### config.mk
export PLATFORM = sky130hd
export DESIGN_NAME = reg_file_2r1w
export DESIGN_NICKNAME = d
export VERILOG_FILES = /design/src/rtl/regfile_pkg.sv /design/src/rtl/reg_scoreboard.sv /design/src/rtl/reg_file_2r1w.sv
export SDC_FILE = /design/constraint.sdc
export NUM_CORES = 1
export LEC_CHECK = 0
export BUFFER_PORTS_ARGS = -buffer_cell sky130_fd_sc_hd__buf_2
export CAP_MARGIN = 20
export CORE_AREA = 2 2 143 145
export DETAILED_ROUTE_END_ITERATION = 7
export DIE_AREA = 0 0 145 147
export PLACE_DENSITY = 0.73
export RECOVER_POWER = 25
export SETUP_SLACK_MARGIN = 0.1
export SYNTH_ARGS = -nofsm -noshare
export SYNTH_HDL_FRONTEND = slang
export SYNTH_SLANG_ARGS = --single-unit
### constraint.sdc
create_clock -name clk -period 2.6 [get_ports clk]
set_clock_uncertainty 0.2 [all_clocks]
set_input_delay 0.13 -clock clk [delete_from_list [all_inputs] [get_ports clk]]
set_output_delay 0.13 -clock clk [all_outputs]
set_load 0.05 [all_outputs]
### src/rtl/regfile_pkg.sv
`default_nettype none
// ============================================================================
// Module      : regfile_pkg
// Description : Shared defaults and helpers for the 2-read / 1-write
//               register file and its busy scoreboard.
//               Contents:
//                 DWIDTH_DEF - default register/port data width
//                 NREGS_DEF  - default register count (power of two)
//                 clog2()    - ceiling log2, used to derive address widths
// Revision    : 1.0 - initial release
// ============================================================================
package regfile_pkg;

  localparam int DWIDTH_DEF = 16;
  localparam int NREGS_DEF  = 8;

  // Ceiling log2; evaluated at elaboration time to size address buses.
  function automatic int clog2(input int value);
    int r_bits;
    int w_val;
    r_bits = 0;
    w_val  = value - 1;
    while (w_val > 0) begin
      r_bits = r_bits + 1;
      w_val  = w_val >> 1;
    end
    return r_bits;
  endfunction

endpackage
`default_nettype wire

### src/rtl/reg_scoreboard.sv
`default_nettype none
// ============================================================================
// Module      : reg_scoreboard
// Description : One busy bit per register. A lock marks a register as having
//               a result in flight; a write retires it. When lock and write
//               hit the same register in the same cycle the lock wins, since
//               that means a newer result is now pending.
// Ports       :
//   clk          in   system clock
//   rst          in   synchronous active-high reset, clears all busy bits
//   i_lock_en    in   mark register i_lock_addr busy
//   i_lock_addr  in   register to mark
//   i_wr_en      in   write in progress, clears busy on i_wr_addr
//   i_wr_addr    in   register being written
//   o_busy_next  out  busy vector as it will be after this edge (comb)
//   o_any_busy   out  registered OR of the post-edge busy vector
// Config      : REG_FILE_ZERO_REG_EN - when defined, locks of register 0
//               are ignored so it can never report busy.
// Revision    : 1.0 - initial release
// ============================================================================
module reg_scoreboard
  import regfile_pkg::*;
#(
  parameter  int NREGS  = NREGS_DEF,
  localparam int AWIDTH = clog2(NREGS)
) (
  input  logic              clk,
  input  logic              rst,
  input  logic              i_lock_en,
  input  logic [AWIDTH-1:0] i_lock_addr,
  input  logic              i_wr_en,
  input  logic [AWIDTH-1:0] i_wr_addr,
  output logic [NREGS-1:0]  o_busy_next,
  output logic              o_any_busy
);

  logic [NREGS-1:0] r_busy;
  logic [NREGS-1:0] w_set;
  logic [NREGS-1:0] w_clr;
  logic             w_lock_ok;

`ifdef REG_FILE_ZERO_REG_EN
  assign w_lock_ok = i_lock_en && (i_lock_addr != '0);
`else
  assign w_lock_ok = i_lock_en;
`endif

  genvar gi;
  generate
    for (gi = 0; gi < NREGS; gi = gi + 1) begin : g_bit
      assign w_set[gi]       = w_lock_ok && (i_lock_addr == AWIDTH'(gi));
      assign w_clr[gi]       = i_wr_en   && (i_wr_addr   == AWIDTH'(gi));
      // Set has priority over clear.
      assign o_busy_next[gi] = w_set[gi] | (r_busy[gi] & ~w_clr[gi]);
    end
  endgenerate

  always_ff @(posedge clk) begin
    if (rst) begin
      r_busy     <= '0;
      o_any_busy <= 1'b0;
    end else begin
      r_busy     <= o_busy_next;
      o_any_busy <= |o_busy_next;
    end
  end

endmodule
`default_nettype wire

### src/rtl/reg_file_2r1w.sv
`default_nettype none
// ============================================================================
// Module      : reg_file_2r1w
// Description : Parametrised register file with two registered read ports,
//               one write port, same-cycle write-to-read forwarding and a
//               per-register busy scoreboard for stalling on pending results.
// Ports       :
//   clk        in   system clock, rising edge
//   rst        in   synchronous active-high reset
//   ra_en      in   port A read request
//   ra_addr    in   port A register index
//   ra_data    out  port A registered read data (valid cycle after ra_en)
//   ra_busy    out  port A registered busy flag of the register read
//   rb_en      in   port B read request
//   rb_addr    in   port B register index
//   rb_data    out  port B registered read data
//   rb_busy    out  port B registered busy flag
//   wr_en      in   write request
//   wr_addr    in   write index
//   wr_data    in   write data
//   lock_en    in   mark register pending
//   lock_addr  in   register to mark
//   any_busy   out  registered OR of all busy bits
// Config      : REG_FILE_ZERO_REG_EN - when defined, register 0 is hardwired
//               to zero: writes/locks to it are ignored, reads return 0 with
//               busy 0 and forwarding never applies to it.
// Revision    : 1.0 - initial release
// ============================================================================
module reg_file_2r1w
  import regfile_pkg::*;
#(
  parameter  int DWIDTH = DWIDTH_DEF,
  parameter  int NREGS  = NREGS_DEF,
  localparam int AWIDTH = clog2(NREGS)
) (
  input  logic              clk,
  input  logic              rst,
  input  logic              ra_en,
  input  logic [AWIDTH-1:0] ra_addr,
  output logic [DWIDTH-1:0] ra_data,
  output logic              ra_busy,
  input  logic              rb_en,
  input  logic [AWIDTH-1:0] rb_addr,
  output logic [DWIDTH-1:0] rb_data,
  output logic              rb_busy,
  input  logic              wr_en,
  input  logic [AWIDTH-1:0] wr_addr,
  input  logic [DWIDTH-1:0] wr_data,
  input  logic              lock_en,
  input  logic [AWIDTH-1:0] lock_addr,
  output logic              any_busy
);

  logic [DWIDTH-1:0] r_mem [NREGS];
  logic [NREGS-1:0]  w_busy_next;
  logic              w_wr_ok;
  logic              w_ra_fwd;
  logic              w_rb_fwd;
  logic [DWIDTH-1:0] w_ra_rdata;
  logic [DWIDTH-1:0] w_rb_rdata;

  reg_scoreboard #(
    .NREGS (NREGS)
  ) u_scoreboard (
    .clk         (clk),
    .rst         (rst),
    .i_lock_en   (lock_en),
    .i_lock_addr (lock_addr),
    .i_wr_en     (wr_en),
    .i_wr_addr   (wr_addr),
    .o_busy_next (w_busy_next),
    .o_any_busy  (any_busy)
  );

`ifdef REG_FILE_ZERO_REG_EN
  assign w_wr_ok = wr_en && (wr_addr != '0);
`else
  assign w_wr_ok = wr_en;
`endif

  // Write qualification already excludes register 0 in zero-reg builds,
  // so forwarding can never target it.
  assign w_ra_fwd = w_wr_ok && (wr_addr == ra_addr);
  assign w_rb_fwd = w_wr_ok && (wr_addr == rb_addr);

`ifdef REG_FILE_ZERO_REG_EN
  assign w_ra_rdata = (ra_addr == '0) ? '0 : (w_ra_fwd ? wr_data : r_mem[ra_addr]);
  assign w_rb_rdata = (rb_addr == '0) ? '0 : (w_rb_fwd ? wr_data : r_mem[rb_addr]);
`else
  assign w_ra_rdata = w_ra_fwd ? wr_data : r_mem[ra_addr];
  assign w_rb_rdata = w_rb_fwd ? wr_data : r_mem[rb_addr];
`endif

  always_ff @(posedge clk) begin
    if (rst) begin
      for (int i = 0; i < NREGS; i++) begin
        r_mem[i] <= '0;
      end
    end else if (w_wr_ok) begin
      r_mem[wr_addr] <= wr_data;
    end
  end

  // Busy flags follow the post-edge scoreboard value so a same-cycle write
  // shows as cleared and a same-cycle lock shows as set.
  always_ff @(posedge clk) begin
    if (rst) begin
      ra_data <= '0;
      ra_busy <= 1'b0;
      rb_data <= '0;
      rb_busy <= 1'b0;
    end else begin
      if (ra_en) begin
        ra_data <= w_ra_rdata;
        ra_busy <= w_busy_next[ra_addr];
      end
      if (rb_en) begin
        rb_data <= w_rb_rdata;
        rb_busy <= w_busy_next[rb_addr];
      end
    end
  end

endmodule
`default_nettype wire

### Word level (Yosys, flattened, before mapping)

Memories as Yosys holds them, arrays and structs flattened. A register that Yosys moved wholly into a read port is not among the register bits.
Cells that the tools add are included.

* magnitude comparators: 2
* eq/ne operators: 14
* mux-type cells: 12
* bitwise operators: 24
* reductions and logical operators: 20

Operators with widths (count)
* $eq 3x3->1 const B: 8
* $logic_and 1x1->1: 16
* $mux 16: 1
* $reduce_or 16->1: 1
* $eq 3x2->1 const B: 4
* $and 1x1->1: 8
* $lt 3x4->1 const B: 2
* $mux 1: 8
* $not 1->1: 8
* $or 1x1->1: 8
* $reduce_or 8->1: 1
* $bmux 1 s3: 2
* $eq 3x1->1 const B: 2
* $logic_not 3->1: 2
* $mux 3: 1

* bits in registers: 11
* memory bits (writable): 128
* bits of input ports: 34
* memories kept: 1

Memories
* r_mem: words 8, width 16, rd ports 2, clocked after memory_dff 2, wr ports 8, RTL line reg_file_2r1w.sv:54 `logic [DWIDTH-1:0] r_mem [NREGS];`

### Depth between registers and ports, before layout

Gate-level depths: netlist of the first run.

* word-level depth: 7
* depth in mapped cells: 8
* mapped depth without buffers: 5

### Modules after synthesis

A second synthesis of the first run with hierarchy kept.

* cell total of the unflattened synthesis: 625
* area, all modules: 8708.4 um2

By module, submodules not included
* reg_file_2r1w: instances 1, cells each 570, area each 8241.7 um2, sequential area each 4524.3 um2
* reg_scoreboard: instances 1, cells each 55, area each 466.7 um2, sequential area each 180.2 um2

### Worst setup path before layout of the first run

Ideal clock, no wire load.

* path kind: in2reg
* start point: in wr_en
* end point: mem r_mem[0][0] (netlist bit) (enable)
* setup time: 0.372 ns
* arrival: 1.127 ns
* required time: 2.028 ns
* path slack: 0.902 ns
* stages: 3
* buffers on the path: 1
* cell sequence: buf_4 -> or4b_4 -> nand2_1

RTL lines
* from (decl): RTL line reg_file_2r1w.sv:46 `input logic wr_en,`
* to (decl): RTL line reg_file_2r1w.sv:54

==> impl_metrics.toml, run 1 <==
[logic_synthesis]
ys_warn_count = 0
ys_seq_elements = 171
synth_fp_nets = 703
ys_seq_area_share_pct = 52.8
synthFlopType = "edfxtp_1"
synth_top_cell_by_area = "edfxtp_1"
async_flop_share_pct = 0
synth_area_per_cell_um2 = 13.3
synth_top_area_share_pct = 43.1
syn-cell-area_um2 = 8910
synth_edf_count = 128
synth.distinct_cells = 37
synth_area_leaders = "edfxtp_1 (43%), mux4_2 (15%), dfxtp_1 (9.7%), and2_1 (9.1%), mux2i_1 (4.0%)"
syn_inst = 669

[sta]
clock.fmax_ghz = 0.446
worst-slew-pin-transition_ns = 1.24
finalSetupTns_ns = 0
rsz0062_at_grt = "no"
layout_min_cycle_time_ns = 2.24
post-route-period-util_pct = 86.3
drv_slew = 0
fin_hold_ws_ns = 0.0838
slew_headroom_pct = 17.5
setup_violations = 0
hold_violations = 0

[global_route]
grt_antenna_before_repair = 0
grt_pass1_wl_mm = 34.0
grt.overflow.total = 0
grtUsageTotal_pct = 21.4
grt_max_degree = 38
grt_pass1_vias = 5885

[clocking]
postCtsSetupRepairBufs = 0
cts_tree = "done"
cts_buffers = 17
cts-htree-levels = 4
cts_resized = 0
cts.sinks = 171
clockBufferDepth = 2
worst_skew_pair.late_latency_ns = 0.43
root_buffer = "clkbuf_16"
cts_hold_buf = 24
cts.clk_slew.worst_paths_ns = 0.06

[drt]
ant_nets = 0
drtPass1Iterations = 7
drc = 0
drt-total-wl_mm = 21.9
drt-wirelength-per-cell_um = 21.0
vias = 5884
drt_iter0_markers = 621
via_per_inst = 5.65

[floorplanning]
dieArea_um2 = 21300
coreArea_um2 = 19800
die_x_um = 145
io_pins = 69
fp.dieH_um = 147
num_rows = 52
initial_core_util_pct = 44.9

[placement]
routabilityCongestion = 0.818
place.port_buffers = 68
place_hpwl_mm = 13.9

[finish]
fillers = 1657
mostFrequentLayoutCell = "edfxtp_1"
multiInputGateArea_um2 = 3900
seq_area_um2 = 4700
drive_gt1_share_pct = 19.7
syn2layout_area_growth_pct = 16.2
layout_common_cells = "edfxtp_1 (128), and2_1 (124), mux4_2 (60)"
nets = 793
diodes = 0

[setup_path]
start_kind = "input pin"
reg2reg_slack_ns = 0.86
critical_path.endpoint_type = "flop"
required_ns = 2.44
path_class = "input pin to flop"
arrival_ns = 2.08
critical_path.max_fanout = 16

[outcome]
outcome = "completed"

[power_and_ir_drop]
p_leak_nw = 3.78
peakVddDrop_uv = 519
power_density_nw_per_um2 = 653

[worst_hold_path]
min_path_type = "input pin to flop"

[job]
cap_violations = 0
report_power, final:
group | total, mW | leakage (nW) | internal [mW] | switching (mW)
clock | 2.56 | 0.304 | 1.48 | 1.08
combinational | 0.985 | 1.89 | 0.400 | 0.585
sequential | 3.22 | 1.59 | 3.12 | 0.0958
total | 6.76 | 3.78 | 5.00 | 1.76
registers in the layout, summed over array words and instances (netlist names):
name,flops
u_scoreboard.o_any_busy,1
ra_data,16
rb_busy,1
r_mem,128
rb_data,16
ra_busy,1
u_scoreboard.r_busy,8
worst paths after layout:
kind | start | end | depth (start not counted)
hold / removal | wr_en | u_scoreboard.r_busy[6]$_SDFF_PP0_ | 4
hold reg to reg | rb_data[3]$_SDFFE_PP0P_ | rb_data[3]$_SDFFE_PP0P_ | 2
setup reg to reg | r_mem[7][5]$_SDFFCE_PN0P_ | rb_data[5]$_SDFFE_PP0P_ | 5
setup / recovery | rst | r_mem[0][1]$_SDFFCE_PN0P_ | 6
per-layer routing:
layer / GRT usage (%) / routed length [um] / vias to the layer above
met3: 5.12 / 1640 / 41
met5: 0 / 0 / -
li1: - / - / 2691
met1: 26.8 / 8760 / 2929
met4: 7.23 / 435 / 0
met2: 36.8 / 11100 / 223
final cells by class:
| class | instances | share of cell area [%] |
|---|---|---|
| inverter | 2 | 0.0725 |
| clock inverter | 10 | 0.689 |
| sequential | 171 | 45.4 |
| clock buffer | 22 | 5.21 |
| timing repair buffer | 123 | 7.70 |
| multi-input combinational | 444 | 37.6 |
| tap | 270 | 3.26 |
worst max-delay path, cell delays in order:
cell,delay (ns)
dlygate4sd3_1,0.54
clkbuf_1,0.17
inv_1,0.08
buf_4,0.18
nand2_1,0.06
clkbuf_1,0.90
synthesized netlist by cell type (2+ instances only):
| master | number |
|---|---|
| mux4_1 | 4 |
| and2_1 | 130 |
| mux4_2 | 60 |
| nand3_1 | 5 |
| o21ai_0 | 2 |
| nand4bb_1 | 2 |
| edfxtp_1 | 128 |
| buf_6 | 7 |
| dfxtp_1 | 43 |
| a221oi_1 | 2 |
| inv_1 | 2 |
| xnor2_1 | 6 |
| o211ai_2 | 2 |
| clkbuf_1 | 21 |
| and4b_1 | 2 |
| nor3_1 | 2 |
| nor2b_1 | 4 |
| a22oi_1 | 2 |
| o211ai_1 | 32 |
| mux2i_1 | 36 |
| nor2_1 | 21 |
| nand4_1 | 5 |
| buf_4 | 2 |
| buf_2 | 21 |
| nand2b_1 | 34 |
| nand4b_1 | 3 |
| nand2_1 | 45 |
| a32oi_1 | 3 |
| a21oi_1 | 35 |
through the flow:
stage	std cells	util [%]	worst slack, ns	total power, mW	cell area [um^2]
floorplan	669	-	0.902	3.95	8910
global placement	986	48.2	0.613	4.22	9570
detailed placement	986	48.2	0.590	4.24	9570
CTS	1042	52.5	0.665	6.81	10400
global route	1042	52.2	0.277	7.00	10400
finish	1042	52.2	0.356	6.76	10400
cell families after synthesis:
kind of cell	synth area share, %
AOI/OAI and AO/OA	6.12
muxes	20.4
xor gates and xnor gates	0.590
DFF	52.8
and+or+nand+nor	16.7
buffers and inverters	3.43
(Power assumes the default switching activity.)
==> inputs of run 2 (changes only) <==
--- a/config.mk
+++ b/config.mk
@@ -10,7 +10,6 @@
 export CORE_AREA = 2 2 143 145
 export DETAILED_ROUTE_END_ITERATION = 7
 export DIE_AREA = 0 0 145 147
-export PLACE_DENSITY = 0.73
 export RECOVER_POWER = 25
 export SETUP_SLACK_MARGIN = 0.1
 export SYNTH_ARGS = -nofsm -noshare
==> impl_metrics.toml, run 2 (same netlist as run 1, synthesis figures left out) <==
[outcome]
outcome = "completed"

[finish]
fillers = 1678
postLayoutCoreUtil_pct = 52.0
mostFrequentLayoutCell = "and2_1"
top_regs = "r_mem x128, ra_data x16, rb_data x16"
top_register = "r_mem"
syn2layout_area_growth_pct = 15.8
largest_reg_flops = 128
drive_gt1_share_pct = 23.8
diodes = 0
layout_common_cells = "and2_1 (130), edfxtp_1 (128), buf_2 (67)"
nets = 786

[setup_path]
cp_slowest_stage_delay_ns = 1.00
critical_path.endpoint_type = "flop"
cp_slowest_cell = "clkbuf_1"
required_ns = 2.44
worstPathCellList = "clkbuf_1 -> nand4bb_1 -> nand2_1 -> clkbuf_1"
cp_num_buf_inv = 2
crit_top_cell = "clkbuf_1"
r2r_start = "r_mem[4][2]$_SDFFCE_PN0P_"
worstSetupStartpoint = "wr_addr[1]"
reg2reg_slack_ns = 0.88
critical_path.max_fanout = 16
worstReg2RegEnd = "rb_data[2]$_SDFFE_PP0P_"
endpoint = "r_mem[4][7]$_SDFFCE_PN0P_"
critPathTopFamily = "buffers and inverters"
start_kind = "input pin"
path_class = "input pin to flop"
cp.depth = 4
r2r_cells = 5
arrival_ns = 1.89

[sta]
layout_min_cycle_time_ns = 2.05
post-route-period-util_pct = 78.9
worst-slew-pin-transition_ns = 1.42
slew_headroom_pct = 5.15
fin_hold_ws_ns = 0.0552
clock.fmax_ghz = 0.488
rsz0062_at_grt = "no"
finalSetupTns_ns = 0
hold_violations = 0
drv_slew = 0
setup_violations = 0
setup_slack_ns = 0.549

[clocking]
cts.clk_slew.worst_paths_ns = 0.06
worst_skew_pair.late_latency_ns = 0.43
cts_resized = 0
cts-htree-levels = 4
cts_hold_buf = 21
clockBufferDepth = 2
cts_buffers = 17
cts_tree = "done"
postCtsSetupRepairBufs = 0
root_buffer = "clkbuf_16"
cts.sinks = 171

[drt]
drc = 0
vias = 6009
ant_nets = 0
drt-wirelength-per-cell_um = 22.8
drtPass1Iterations = 5
drt-total-wl_mm = 23.6
via_per_inst = 5.81
drt_iter0_markers = 521

[power_and_ir_drop]
power_density_nw_per_um2 = 656
peakVddDrop_uv = 283
finalPower_mw = 6.77
p_leak_nw = 3.87

[floorplanning]
num_rows = 52
initial_core_util_pct = 44.9
die_x_um = 145
io_pins = 69
dieArea_um2 = 21300
fp.dieH_um = 147
coreArea_um2 = 19800

[global_route]
grt_max_degree = 44
grt_pass1_vias = 5904
grt_pass1_wl_mm = 36.1
grtUsageTotal_pct = 23.0
grt_antenna_before_repair = 0
grt.overflow.total = 0

[placement]
post-place-ws_ns = 0.651
place.port_buffers = 68
routabilityCongestion = 0.769
place_hpwl_mm = 14.5

[job]
cap_violations = 0

[worst_hold_path]
min_path_type = "input pin to flop"
-- run 2: worst reg2reg max path: cells and delay by family, from the launching register on --
| kind | cells | cell delay (ns) |
|---|---|---|
| mux | 2 | 0.61 |
| flops | 1 | 0.41 |
| compound gates | 2 | 0.28 |
| simple gates | 1 | 0.07 |
-- run 2: worst min-delay path by stage --
| stage | cells after the start | startpoint | end |
|---|---|---|---|
| after floorplan | 2 | lock_en | u_scoreboard.r_busy[0]$_SDFF_PP0_ |
| after global placement | 2 | ra_data[12]$_SDFFE_PP0P_ | ra_data[12]$_SDFFE_PP0P_ |
| final | 4 | wr_en | u_scoreboard.r_busy[5]$_SDFF_PP0_ |
| after CTS | 4 | wr_en | u_scoreboard.r_busy[5]$_SDFF_PP0_ |
| after detailed placement | 2 | ra_data[15]$_SDFFE_PP0P_ | ra_data[15]$_SDFFE_PP0P_ |
| after global routing | 4 | wr_en | u_scoreboard.r_busy[5]$_SDFF_PP0_ |
-- run 2: area by class of cell --
cell class	count	area [um^2]	share of cell area, %
sequential	171	4700	45.6
multi-input combinational	444	3900	37.8
timing repair buffer	116	788	7.64
clock buffer	20	437	4.23
tap	270	338	3.27
clock inverter	12	148	1.43
inverter	2	7.51	0.0728
-- run 2: metal layers --
metal | vias to the layer above | track usage, % | routed length [um]
met5 | - | 0 | 0
met4 | 0 | 8.32 | 533
met3 | 47 | 4.66 | 1630
met2 | 255 | 38.5 | 11800
met1 | 3028 | 30.1 | 9660
li1 | 2679 | - | -
-- run 2: per-stage QoR --
step,std cells,cell area [um^2]
2_1_floorplan,669,8910
3_3_place_gp,982,9540
3_5_place_dp,982,9540
4_1_cts,1035,10300
5_1_grt,1035,10300
6_report,1035,10300
-- run 2: where the power goes --
group          leakage (nW)  switching [mW]  internal [mW]  total (mW)
logic                  2.01           0.580          0.406       0.987
clock network         0.275            1.05           1.50        2.55
registers              1.59           0.105           3.12        3.23
total                  3.87            1.73           5.03        6.77
